$ cat config.mk
export PLATFORM = sky130hd
export DESIGN_NAME = aurora_hls_crc_stats
export DESIGN_NICKNAME = d
export VERILOG_FILES = /design/src/rtl/aurora_hls_crc_stats.sv
export SDC_FILE = /design/constraint.sdc
export NUM_CORES = 1
export LEC_CHECK = 0
export CORE_MARGIN = 2
export CORE_UTILIZATION = 55
export CTS_CLUSTER_SIZE = 30
export DETAILED_ROUTE_END_ITERATION = 8
export GPL_ROUTABILITY_DRIVEN = 1
export GPL_TIMING_DRIVEN = 0
export HOLD_SLACK_MARGIN = 0.05
export PLACE_DENSITY = 0.92
export SYNTH_ARGS = -nofsm -noshare
export SYNTH_HDL_FRONTEND = slang
export SYNTH_SLANG_ARGS = --single-unit
$ cat constraint.sdc
create_clock -name clk -period 4.5 [get_ports clk]
set_input_delay 1.35 -clock clk [delete_from_list [all_inputs] [get_ports clk]]
set_output_delay 1.35 -clock clk [all_outputs]
set_load 0.1 [all_outputs]
$ cat src/rtl/aurora_hls_crc_stats.sv
// aurora_hls_crc_stats: per-channel CRC frame/error counters, burst flag, snapshot and read-and-clear
// Optional feature macro: AURORA_HLS_CRC_FIRST_ERR_EN (first failing frame index per channel)
module aurora_hls_crc_stats #(
  parameter int NUM_CHANNELS    = 4,
  parameter int CNT_WIDTH       = 32,
  parameter int SATURATE        = 1,
  parameter int RUN_WIDTH       = 16,
  parameter int BURST_THRESHOLD = 4
) (
  input  logic                              clk,
  input  logic                              rst_n,
  input  logic [NUM_CHANNELS-1:0]           crc_valid,
  input  logic [NUM_CHANNELS-1:0]           crc_pass_fail_n,
  input  logic                              clear,
  input  logic                              snapshot_req,
  output logic [NUM_CHANNELS*CNT_WIDTH-1:0] frames_received,
  output logic [NUM_CHANNELS*CNT_WIDTH-1:0] frames_with_errors,
  output logic [NUM_CHANNELS*CNT_WIDTH-1:0] snap_frames_received,
  output logic [NUM_CHANNELS*CNT_WIDTH-1:0] snap_frames_with_errors,
  output logic                              snapshot_done,
`ifdef AURORA_HLS_CRC_FIRST_ERR_EN
  output logic [NUM_CHANNELS*CNT_WIDTH-1:0] first_err_index,
  output logic [NUM_CHANNELS-1:0]           first_err_valid,
`endif
  output logic [NUM_CHANNELS-1:0]           burst_flag
);
  localparam int W = NUM_CHANNELS * CNT_WIDTH;
  localparam int R = NUM_CHANNELS * RUN_WIDTH;
  logic [W-1:0] fr_q, fr_d, fe_q, fe_d, sfr_q, sfr_d, sfe_q, sfe_d;
  logic [R-1:0] run_q, run_d;
  logic [NUM_CHANNELS-1:0] burst_q, burst_d;
  logic done_q, done_d;
`ifdef AURORA_HLS_CRC_FIRST_ERR_EN
  logic [W-1:0] fi_q, fi_d;
  logic [NUM_CHANNELS-1:0] fv_q, fv_d;
`endif

  function automatic logic [CNT_WIDTH-1:0] bump(input logic [CNT_WIDTH-1:0] v);
    return (SATURATE != 0 && &v) ? v : v + CNT_WIDTH'(1);
  endfunction

  function automatic logic [RUN_WIDTH-1:0] bump_run(input logic [RUN_WIDTH-1:0] v);
    return (&v) ? v : v + RUN_WIDTH'(1);
  endfunction

  // Next-state: snapshot copies pre-edge live values; clear wins over same-cycle events
  always_comb begin
    fr_d    = fr_q;
    fe_d    = fe_q;
    run_d   = run_q;
    burst_d = burst_q;
    done_d  = snapshot_req;
    sfr_d   = snapshot_req ? fr_q : sfr_q;
    sfe_d   = snapshot_req ? fe_q : sfe_q;
`ifdef AURORA_HLS_CRC_FIRST_ERR_EN
    fi_d    = fi_q;
    fv_d    = fv_q;
`endif
    if (clear) begin
      fr_d    = '0;
      fe_d    = '0;
      run_d   = '0;
      burst_d = '0;
`ifdef AURORA_HLS_CRC_FIRST_ERR_EN
      fi_d    = '0;
      fv_d    = '0;
`endif
    end else begin
      for (int i = 0; i < NUM_CHANNELS; i++) begin
        if (crc_valid[i]) begin
          fr_d[i*CNT_WIDTH +: CNT_WIDTH] = bump(fr_q[i*CNT_WIDTH +: CNT_WIDTH]);
          fe_d[i*CNT_WIDTH +: CNT_WIDTH] = crc_pass_fail_n[i] ? fe_q[i*CNT_WIDTH +: CNT_WIDTH]
                                                              : bump(fe_q[i*CNT_WIDTH +: CNT_WIDTH]);
          run_d[i*RUN_WIDTH +: RUN_WIDTH] = crc_pass_fail_n[i] ? '0 : bump_run(run_q[i*RUN_WIDTH +: RUN_WIDTH]);
`ifdef AURORA_HLS_CRC_FIRST_ERR_EN
          if (!crc_pass_fail_n[i] && !fv_q[i]) begin
            fi_d[i*CNT_WIDTH +: CNT_WIDTH] = fr_q[i*CNT_WIDTH +: CNT_WIDTH];
            fv_d[i] = 1'b1;
          end
`endif
        end
        burst_d[i] = burst_q[i] | (run_d[i*RUN_WIDTH +: RUN_WIDTH] == RUN_WIDTH'(BURST_THRESHOLD));
      end
    end
  end

  // State registers with synchronous active-low reset
  always_ff @(posedge clk) begin
    if (!rst_n) begin
      fr_q    <= '0;
      fe_q    <= '0;
      sfr_q   <= '0;
      sfe_q   <= '0;
      run_q   <= '0;
      burst_q <= '0;
      done_q  <= 1'b0;
`ifdef AURORA_HLS_CRC_FIRST_ERR_EN
      fi_q    <= '0;
      fv_q    <= '0;
`endif
    end else begin
      fr_q    <= fr_d;
      fe_q    <= fe_d;
      sfr_q   <= sfr_d;
      sfe_q   <= sfe_d;
      run_q   <= run_d;
      burst_q <= burst_d;
      done_q  <= done_d;
`ifdef AURORA_HLS_CRC_FIRST_ERR_EN
      fi_q    <= fi_d;
      fv_q    <= fv_d;
`endif
    end
  end

  assign frames_received         = fr_q;
  assign frames_with_errors      = fe_q;
  assign snap_frames_received    = sfr_q;
  assign snap_frames_with_errors = sfe_q;
  assign snapshot_done           = done_q;
  assign burst_flag              = burst_q;
`ifdef AURORA_HLS_CRC_FIRST_ERR_EN
  assign first_err_index         = fi_q;
  assign first_err_valid         = fv_q;
`endif
endmodule

# Word-level counts from Yosys, hierarchy flattened
# Cells that the tools add are included.
classes:
  n_bitwise: 17
  n_eq_ne: 4
  n_reduce_logical: 21
  addsub: 12
  mux: 16
op_table:
  columns: ["op", "n"]
  rows:
  - ["$add 32x1->32 const B", 8]
  - ["$mux 16", 16]
  - ["$reduce_and 32->1", 8]
  - ["$add 16x1->16 const B", 4]
  - ["$eq 16x3->1 const B", 4]
  - ["$reduce_and 16->1", 4]
  - ["$not 1->1", 13]
  - ["$reduce_and 3->1", 4]
  - ["$reduce_and 2->1", 4]
  - ["$or 1x1->1", 4]
  - ["$reduce_or 2->1", 1]
word_totals:
  ff_bits: 581
  input_bits: 12

# Logic depth before layout (Yosys ltp)
# Gate-level depths: netlist of run 1.
depth:
  word_depth: 7
  ltp_mapped: 10

# Least setup slack after synthesis of run 1
# Ideal clock, no wire load.
synth_path:
  path_type: "input port to flip-flop"
  from: "input crc_valid[1]"
  to: "register burst_q[1] (netlist: burst_flag[1])"
  slack_ps: 1165
  stages: 8
  t_required_ps: 4431
  arrival_time_ps: 3267
  n_path_buf: 1
  setup_ps: 69
  path_cell_list: "buf_2 -> and4_1 -> nand2_1 -> a211oi_1 -> mux2_2 -> o31a_1 -> a2111o_1 -> o21ai_1"
synth_via:
  elab_chain_len: 4
synth_lines:
  columns: ["item", "line", "source"]
  rows:
  - ["start, declared", "12", "input logic [NUM_CHANNELS-1:0] crc_valid,"]
  - ["$mux 16", "70", "if (crc_valid[i]) begin"]
  - ["$mux 16", "59", "if (clear) begin"]
  - ["$eq 16x3->1", "82", "burst_d[i] = burst_q[i] | (run_d[i*RUN_WIDTH +: RUN_WIDTH] == RUN_WIDTH'(BURST_THRESHOLD));"]
  - ["$or 1x1->1", "82", null]
  - ["end signal, assigned", "107", "burst_q <= burst_d;"]
  - ["end, declared", "31", "logic [NUM_CHANNELS-1:0] burst_q, burst_d;"]
# Every way passes these cells. The select of a mux whose other input is x is not followed.
# A chain may end at the register's enable or synchronous reset.

# Final worst setup path of run 1
layout_path:
  from: "input rst_n"
  to: "register fe_q[33] (netlist: frames_with_errors[33])"
layout_via:
  elab_chain_len: 2
layout_lines:
  columns: ["item", "line", "source"]
  rows:
  - ["start, declared", "11", "input logic rst_n,"]
  - ["$not 1->1 (no source line)", null, null]
  - ["$reduce_or 2->1 (no source line)", null, null]
  - ["end signal, assigned", "91", "fe_q <= '0;"]
  - ["end signal, assigned", "103", "fe_q <= fe_d;"]
  - ["end, declared", "29", "logic [W-1:0] fr_q, fr_d, fe_q, fe_d, sfr_q, sfr_d, sfe_q, sfe_d;"]
# Every way passes these cells.

==> metrics.md, run 1 <==
| Metric | Value |
|---|---|
| Worst endpoint data arrival time | 4.63 ns |
| Clock Path Buffers | 3 |
| TritonCTS clock tree | yes |
| Clk Latency, worst-skew pair | 0.63 ns |
| Post-synthesis cell type with the largest combined area | dfxtp_1 |
| Max_cap viols | 0 |
| Top cells by area, synth | dfxtp_1 46%, mux2i_1 11%, nor2b_1 6.5% |
| Post-Layout Inst Area | 33200 sq um |
| Final Skew | 0.0207 ns |
| Worst-path clk slew | 0.06 ns |
| First-pass GRT wire length | 120000 um |
| Final ANT Viol Nets | 0 |
| Vias per inst | 5.72 |
| Syn_nets | 2764 |
| CORE AREA | between 40000 and 50000 sq um |
| Die height | 218 um |
| Status | finished clean |
| Leak | between 10 and 15 nW |
| Unrepaired setup endpoints after global routing | false |
| Relative slew slack | 16.9% |
| Initial Util | a little under three fifths |
| Max-slew violation count | 0 |
| Unique masters post-synth | 77 |
| Post-synth ARST share | 0% |
| Largest net degree at the start of global routing | 16 |
| CTS H-tree lvls | 2 |
| Post-Synthesis Cells | approximately 2700 |
| Worst-margin pin slew | roughly 1.2 ns |
| Post-CTS Setup Repair Bufs | 0 |
| Critical Path Fanout Max | 10 |
| FF+latch count, synth | 581 |
| Dpl cell area | 31300 sq um |
| Final setup fails | 0 |
| Final worst path period share | 90.6% |
| WS Path Type | in -> reg |
| Nets | 3349 |
| Die ar. | 47600 sq um |
| Most frequent cells after synthesis | 581 x dfxtp_1, 327 x nor2_1, 270 x mux2i_1 |
| Sequential-to-total area share from yosys stat | 46.1% |
| Width of the die | 218 um |
| WL/cell | about 20 um |
| Routed WL | 78100 um |
| Ratio of cells with drive above 1 in the final layout | 3.86% |
| PwrDens | about 320 nW/um^2 |
| Setup TNS | 0 ns |
| Grt total ovfl | 0 |
| Row Count | 78 |
| Sink Count | 581 |
| Clock root cell | clkbuf_16 |
| Vias post-DR | 22700 |
| Worst Hold Class | reg -> reg |
| EDFF count, synth | 0 |
| Initial antenna violation count | 3 |
| Area growth syn-to-layout | 31.5% |
| CTS hold repair buffers | 0 |
| Synthesized area | ~25000 sq um |
| Top cell type's share of synthesized area | 46.1% |
| Worst vdd ir | 0.000425 V |
| Synth Flop Type | dfxtp_1 |
| 1st-iter DRT viols | between 1500 and 2000 |
| IO buf count | 525 |
| Yosys warning total | 0 |
| Post_cts resized | 0 |
| CTS Buf Count | 58 |
| Post-DP HPWL | 54600 um |
| Most frequent cell after synthesis | dfxtp_1 |
| Routability Congestion | 0.931 |
| Min Tclk post-route | 4.08 ns |
| Syn_area_per_cell | between 9 and 10 sq um |
| First-pass detailed-route iteration total | 5 |
| Io pins | 529 |
| Min Hold Slack | ~0.45 ns |
| CP required | 5.05 ns |
| Global-route usage over all layers | between 30% and 40% |
| Final hold vios | 0 |
| Vias in the first global route | 22000 |
| Critical path launch point type | primary input |
| Max Clk Rate | 245 MHz |
| Crit. End Element | register |
| DRC viols | 0 |
## layer usage
layer	vias up	share of wire, %	global-route usage [%]
li1	10600	-	-
met1	10800	39	37.4
met2	1016	47	53.3
met3	222	8.0	6.95
met4	0	5.2	16.4
met5	-	0	0
## sequential cells by signal, summed over array words and instances (netlist names)
register                 flops
frames_received            128
frames_with_errors         128
burst_flag                   4
snap_frames_received       128
run_q                       64
snapshot_done                1
snap_frames_with_errors    128
## power breakdown
part	switching (mW)	total [mW]	internal, mW
combinational	0.279	0.413	0.134
clock	2.07	4.94	2.87
sequential	0.0140	5.17	5.15
total	2.36	10.5	8.16
## logic make-up after synthesis
logic type               after synthesis  synth area share [%]
adder cells (fa/ha/maj)               12                 0.594
AND/OR/NAND/NOR                     1287                  27.1
XOR/XNOR                             245                  8.50
AO/OA/AOI/OAI                        176                  4.47
flip-flops                           581                  46.1
multiplexers                         271                  10.7
buffers and inverters                168                  2.58
## final timing paths
kind	startpoint	to	slack [ns]	cells past startpoint
max	rst_n	frames_with_errors[33]	0.42	7
min	burst_flag[2]	burst_flag[2]	0.45	2
max reg2reg	frames_with_errors[32]	frames_with_errors[46]	1.45	10
min reg2reg	burst_flag[2]	burst_flag[2]	0.45	2
## cell type report
cell class | count | area [sq um]
fillers | 3094 | 12200
well taps | 600 | 751
repair buffers | 525 | 5260
plain buffers | 138 | 539
diodes | 1 | 2.50
clock buffers | 87 | 1730
multi-input cells | 1991 | 13000
flip-flops and latches | 581 | 11600
inverters | 30 | 113
clock inverters | 17 | 213
## metrics by stage
step	power (mW)	setup slack (ns)	utilization, %	cells
2_1_floorplan	5.56	1.16	-	2740
3_3_place_gp	5.68	-0.233	68.9	3865
3_5_place_dp	5.69	-0.270	68.9	3865
4_1_cts	10.6	0.369	73.2	3969
5_1_grt	10.8	0.305	73.2	3970
6_report	10.5	0.421	73.2	3970
## worst max-delay path: stages
cell             delay [ns]
clkdlybuf4s50_1        0.71
nor2b_1                0.18
clkbuf_1               0.43
clkbuf_1               0.87
clkbuf_1               0.77
nand3_1                0.18
o21ai_0                0.13
## placed cells by master (no fill, tap or decap), types with 55 or more instances in the layout
| cell | count |
|---|---|
| nand4_1 | 101 |
| nand2_1 | 164 |
| a21oi_1 | 56 |
| xnor2_1 | 101 |
| dfxtp_1 | 581 |
| clkbuf_1 | 111 |
| clkdlybuf4s50_1 | 525 |
| nor2b_1 | 262 |
| and3_1 | 55 |
| xor2_1 | 144 |
| nand3_1 | 132 |
| clkbuf_16 | 59 |
| nor2_1 | 327 |
| mux2i_1 | 270 |
| nor3_1 | 60 |
Note: power is estimated with default switching activity, not from simulation.
==> run 2: changes to the inputs <==
- HOLD_SLACK_MARGIN: 0.05 -> 0.15
==> results of run 2 <==
No change in the layout: final DEF, timing and power equal those of run 1.
==> run 3: changes to the inputs <==
- CORE_UTILIZATION: 55 -> 45
- PLACE_DENSITY: 0.92 -> 0.79
==> metrics.md, run 3 (synthesis gave the netlist of run 1 again) <==
| Metric | Value |
|---|---|
| First-pass detailed-route iteration total | 5 (unchanged) |
| Post_cts resized | 0 (unchanged) |
| Die ar. | 58000 sq um (was 47600 sq um) |
| PwrDens | 318 nW/um^2 (was 317 nW/um^2) |
| Most common cell after layout, fill and taps aside | dfxtp_1 (unchanged) |
| Vias in the first global route | 20500 (was 22000) |
| Largest net degree at the start of global routing | 17 (was 16) |
| Multi-input gate area | 13000 sq um (unchanged) |
| Final Core Density | 60.5% (was 73.2%) |
| Nets | 3351 (was 3349) |
| CTS H-tree lvls | 2 (unchanged) |
| TritonCTS clock tree | yes (unchanged) |
| Sink Count | 581 (unchanged) |
| P_int | 8.23 mW (was 8.16 mW) |
| Worst-margin pin slew | 1.33 ns (was 1.24 ns) |
| Initial Util | 45.7% (was 55.7%) |
| Net Sw Frac | 22.6% (was 22.4%) |
| Routability Congestion | 0.903 (was 0.931) |
| Critical path launch point type | primary input (unchanged) |
| Post-CTS Setup Repair Bufs | 0 (unchanged) |
| DRC viols | 0 (unchanged) |
| Worst Min Path Start | burst_flag[1] (was burst_flag[2]) |
| Clock root cell | clkbuf_16 (unchanged) |
| Area growth syn-to-layout | 32.5% (was 31.5%) |
| Most frequent cells in the layout | 581 x dfxtp_1, 525 x clkdlybuf4s50_1, 327 x nor2_1 (unchanged) |
| Fill cells | 4718 (was 3094) |
| CORE AREA | 55300 sq um (was 45400 sq um) |
| Worst Hold Class | reg -> reg (unchanged) |
| Unrepaired setup endpoints after global routing | false (unchanged) |
| WS Path Type | in -> reg (unchanged) |
| Clock Path Buffers | 3 (unchanged) |
| Vias post-DR | 21800 (was 22700) |
| Final worst path period share | 91.1% (was 90.6%) |
| Vias per inst | 5.28 (was 5.72) |
| Worst vdd ir | 0.000264 V (was 0.000425 V) |
| Worst endpoint data arrival time | 4.66 ns (was 4.63 ns) |
| CTS hold repair buffers | 0 (unchanged) |
| Grt total ovfl | 0 (unchanged) |
| Final Skew | 0.0128 ns (was 0.0207 ns) |
| Status | finished clean (unchanged) |
| Worst r2r src | frames_with_errors[32] (unchanged) |
| Row Count | 86 (was 78) |
| IO buf count | 525 (unchanged) |
| Relative slew slack | 11.5% (was 16.9%) |
| Post-DP HPWL | 55100 um (was 54600 um) |
| Final hold vios | 0 (unchanged) |
| CP required | 5.06 ns (was 5.05 ns) |
| Min Tclk post-route | 4.10 ns (was 4.08 ns) |
| Launch point of the worst path | rst_n (unchanged) |
| Leak | 11.6 nW (about the same) |
| 1st-iter DRT viols | 1185 (was 1709) |
| Max Clk Rate | 244 MHz (was 245 MHz) |
| Initial antenna violation count | 2 (was 3) |
| Clock Power Share | 47.6% (was 47.0%) |
| Max-slew violation count | 0 (unchanged) |
| Dpl cell area | 31400 sq um (was 31300 sq um) |
| Worst-path clk slew | 0.06 ns (about the same) |
| Max_cap viols | 0 (unchanged) |
| Combinational power share | 3.9% (about the same) |
| First-pass GRT wire length | 116000 um (was 120000 um) |
| Width of the die | 241 um (was 218 um) |
| Routed WL | 75200 um (was 78100 um) |
| Global-route usage over all layers | 25.1% (was 31.5%) |
| Post-Layout Inst Area | 33500 sq um (was 33200 sq um) |
| Io pins | 529 (unchanged) |
| Clk Latency, worst-skew pair | 0.63 ns (about the same) |
| Register area | 11600 sq um (unchanged) |
| Crit. End Element | register (unchanged) |
| Flop pwr share | 48.5% (was 49.1%) |
| Ratio of cells with drive above 1 in the final layout | 4.00% (was 3.86%) |
| Psw | 2.41 mW (was 2.36 mW) |
| CTS Buf Count | 60 (was 58) |
| Final ANT Viol Nets | 0 (unchanged) |
| Final setup fails | 0 (unchanged) |
| Critical Path Fanout Max | 10 (unchanged) |
| WL/cell | 18.2 um (was 19.7 um) |
| Die height | 241 um (was 218 um) |
## run 3: cell count changes in the layout (fill, tap and decap cells not counted), sizes merged
cell	before	now
clkinv	11	12
clkinvlp	2	1
clkbuf	186	189
diode	1	2
inv	30	33
## run 3: worst max-delay path, cell delays in order
cell and delay (ns):
clkdlybuf4s50_1 0.72, nor2b_1 0.18, clkbuf_1 0.43, clkbuf_1 0.89
clkbuf_1 0.77, and3_1 0.29
## run 3: worst paths after layout
path	cells past startpoint	slack, ns	endpoint
worst max-delay path	6	0.40	run_q[52]
worst min-delay path	2	0.45	burst_flag[1]
worst max register to register	10	1.61	frames_with_errors[54]
worst min register to register	2	0.45	burst_flag[1]
## run 3: per-layer routing
metal / part of all wire (%) / wire length (um) / GRT usage, % / vias up
met3: 7.7 / 5760 / 6.44 / 122
met5: 0 / 0 / 0 / -
li1: - / - / - / 10600
met4: 2.9 / 2190 / 8.16 / 0
met1: 42 / 31600 / 31.5 / 10400
met2: 47 / 35600 / 42.1 / 674
## run 3: layout make-up
cell class	count	area share, %
multi-input combinational	1991	38.8
sequential	581	34.8
timing repair buffer	525	15.7
clock buffer	90	5.30
tap	748	2.80
buffer	138	1.61
clock inverter	20	0.707
inverter	30	0.337
antenna	2	0.0150
## run 3: power groups by stage
stage | Clock, mW | Combinational [mW] | Sequential [mW]
final | 5.06 | 0.414 | 5.16
after global routing | 5.37 | 0.439 | 5.16
after CTS | 5.14 | 0.418 | 5.16
after detailed placement | 0 | 0.416 | 5.28
after global placement | 0 | 0.416 | 5.28
after floorplan | 0 | 0.237 | 5.32
## run 3: metrics by stage
stage          std cells  hold WS, ns  total power [mW]  TNS (ns)  setup slack [ns]
2_1_floorplan       2740        0.470              5.56         0              1.16
3_3_place_gp        4013        0.436              5.69     -5.87            -0.343
3_5_place_dp        4013        0.444              5.69     -6.61            -0.394
4_1_cts             4123        0.453              10.7         0             0.217
5_1_grt             4123        0.473              11.0         0             0.110
6_report            4125        0.449              10.6         0             0.401
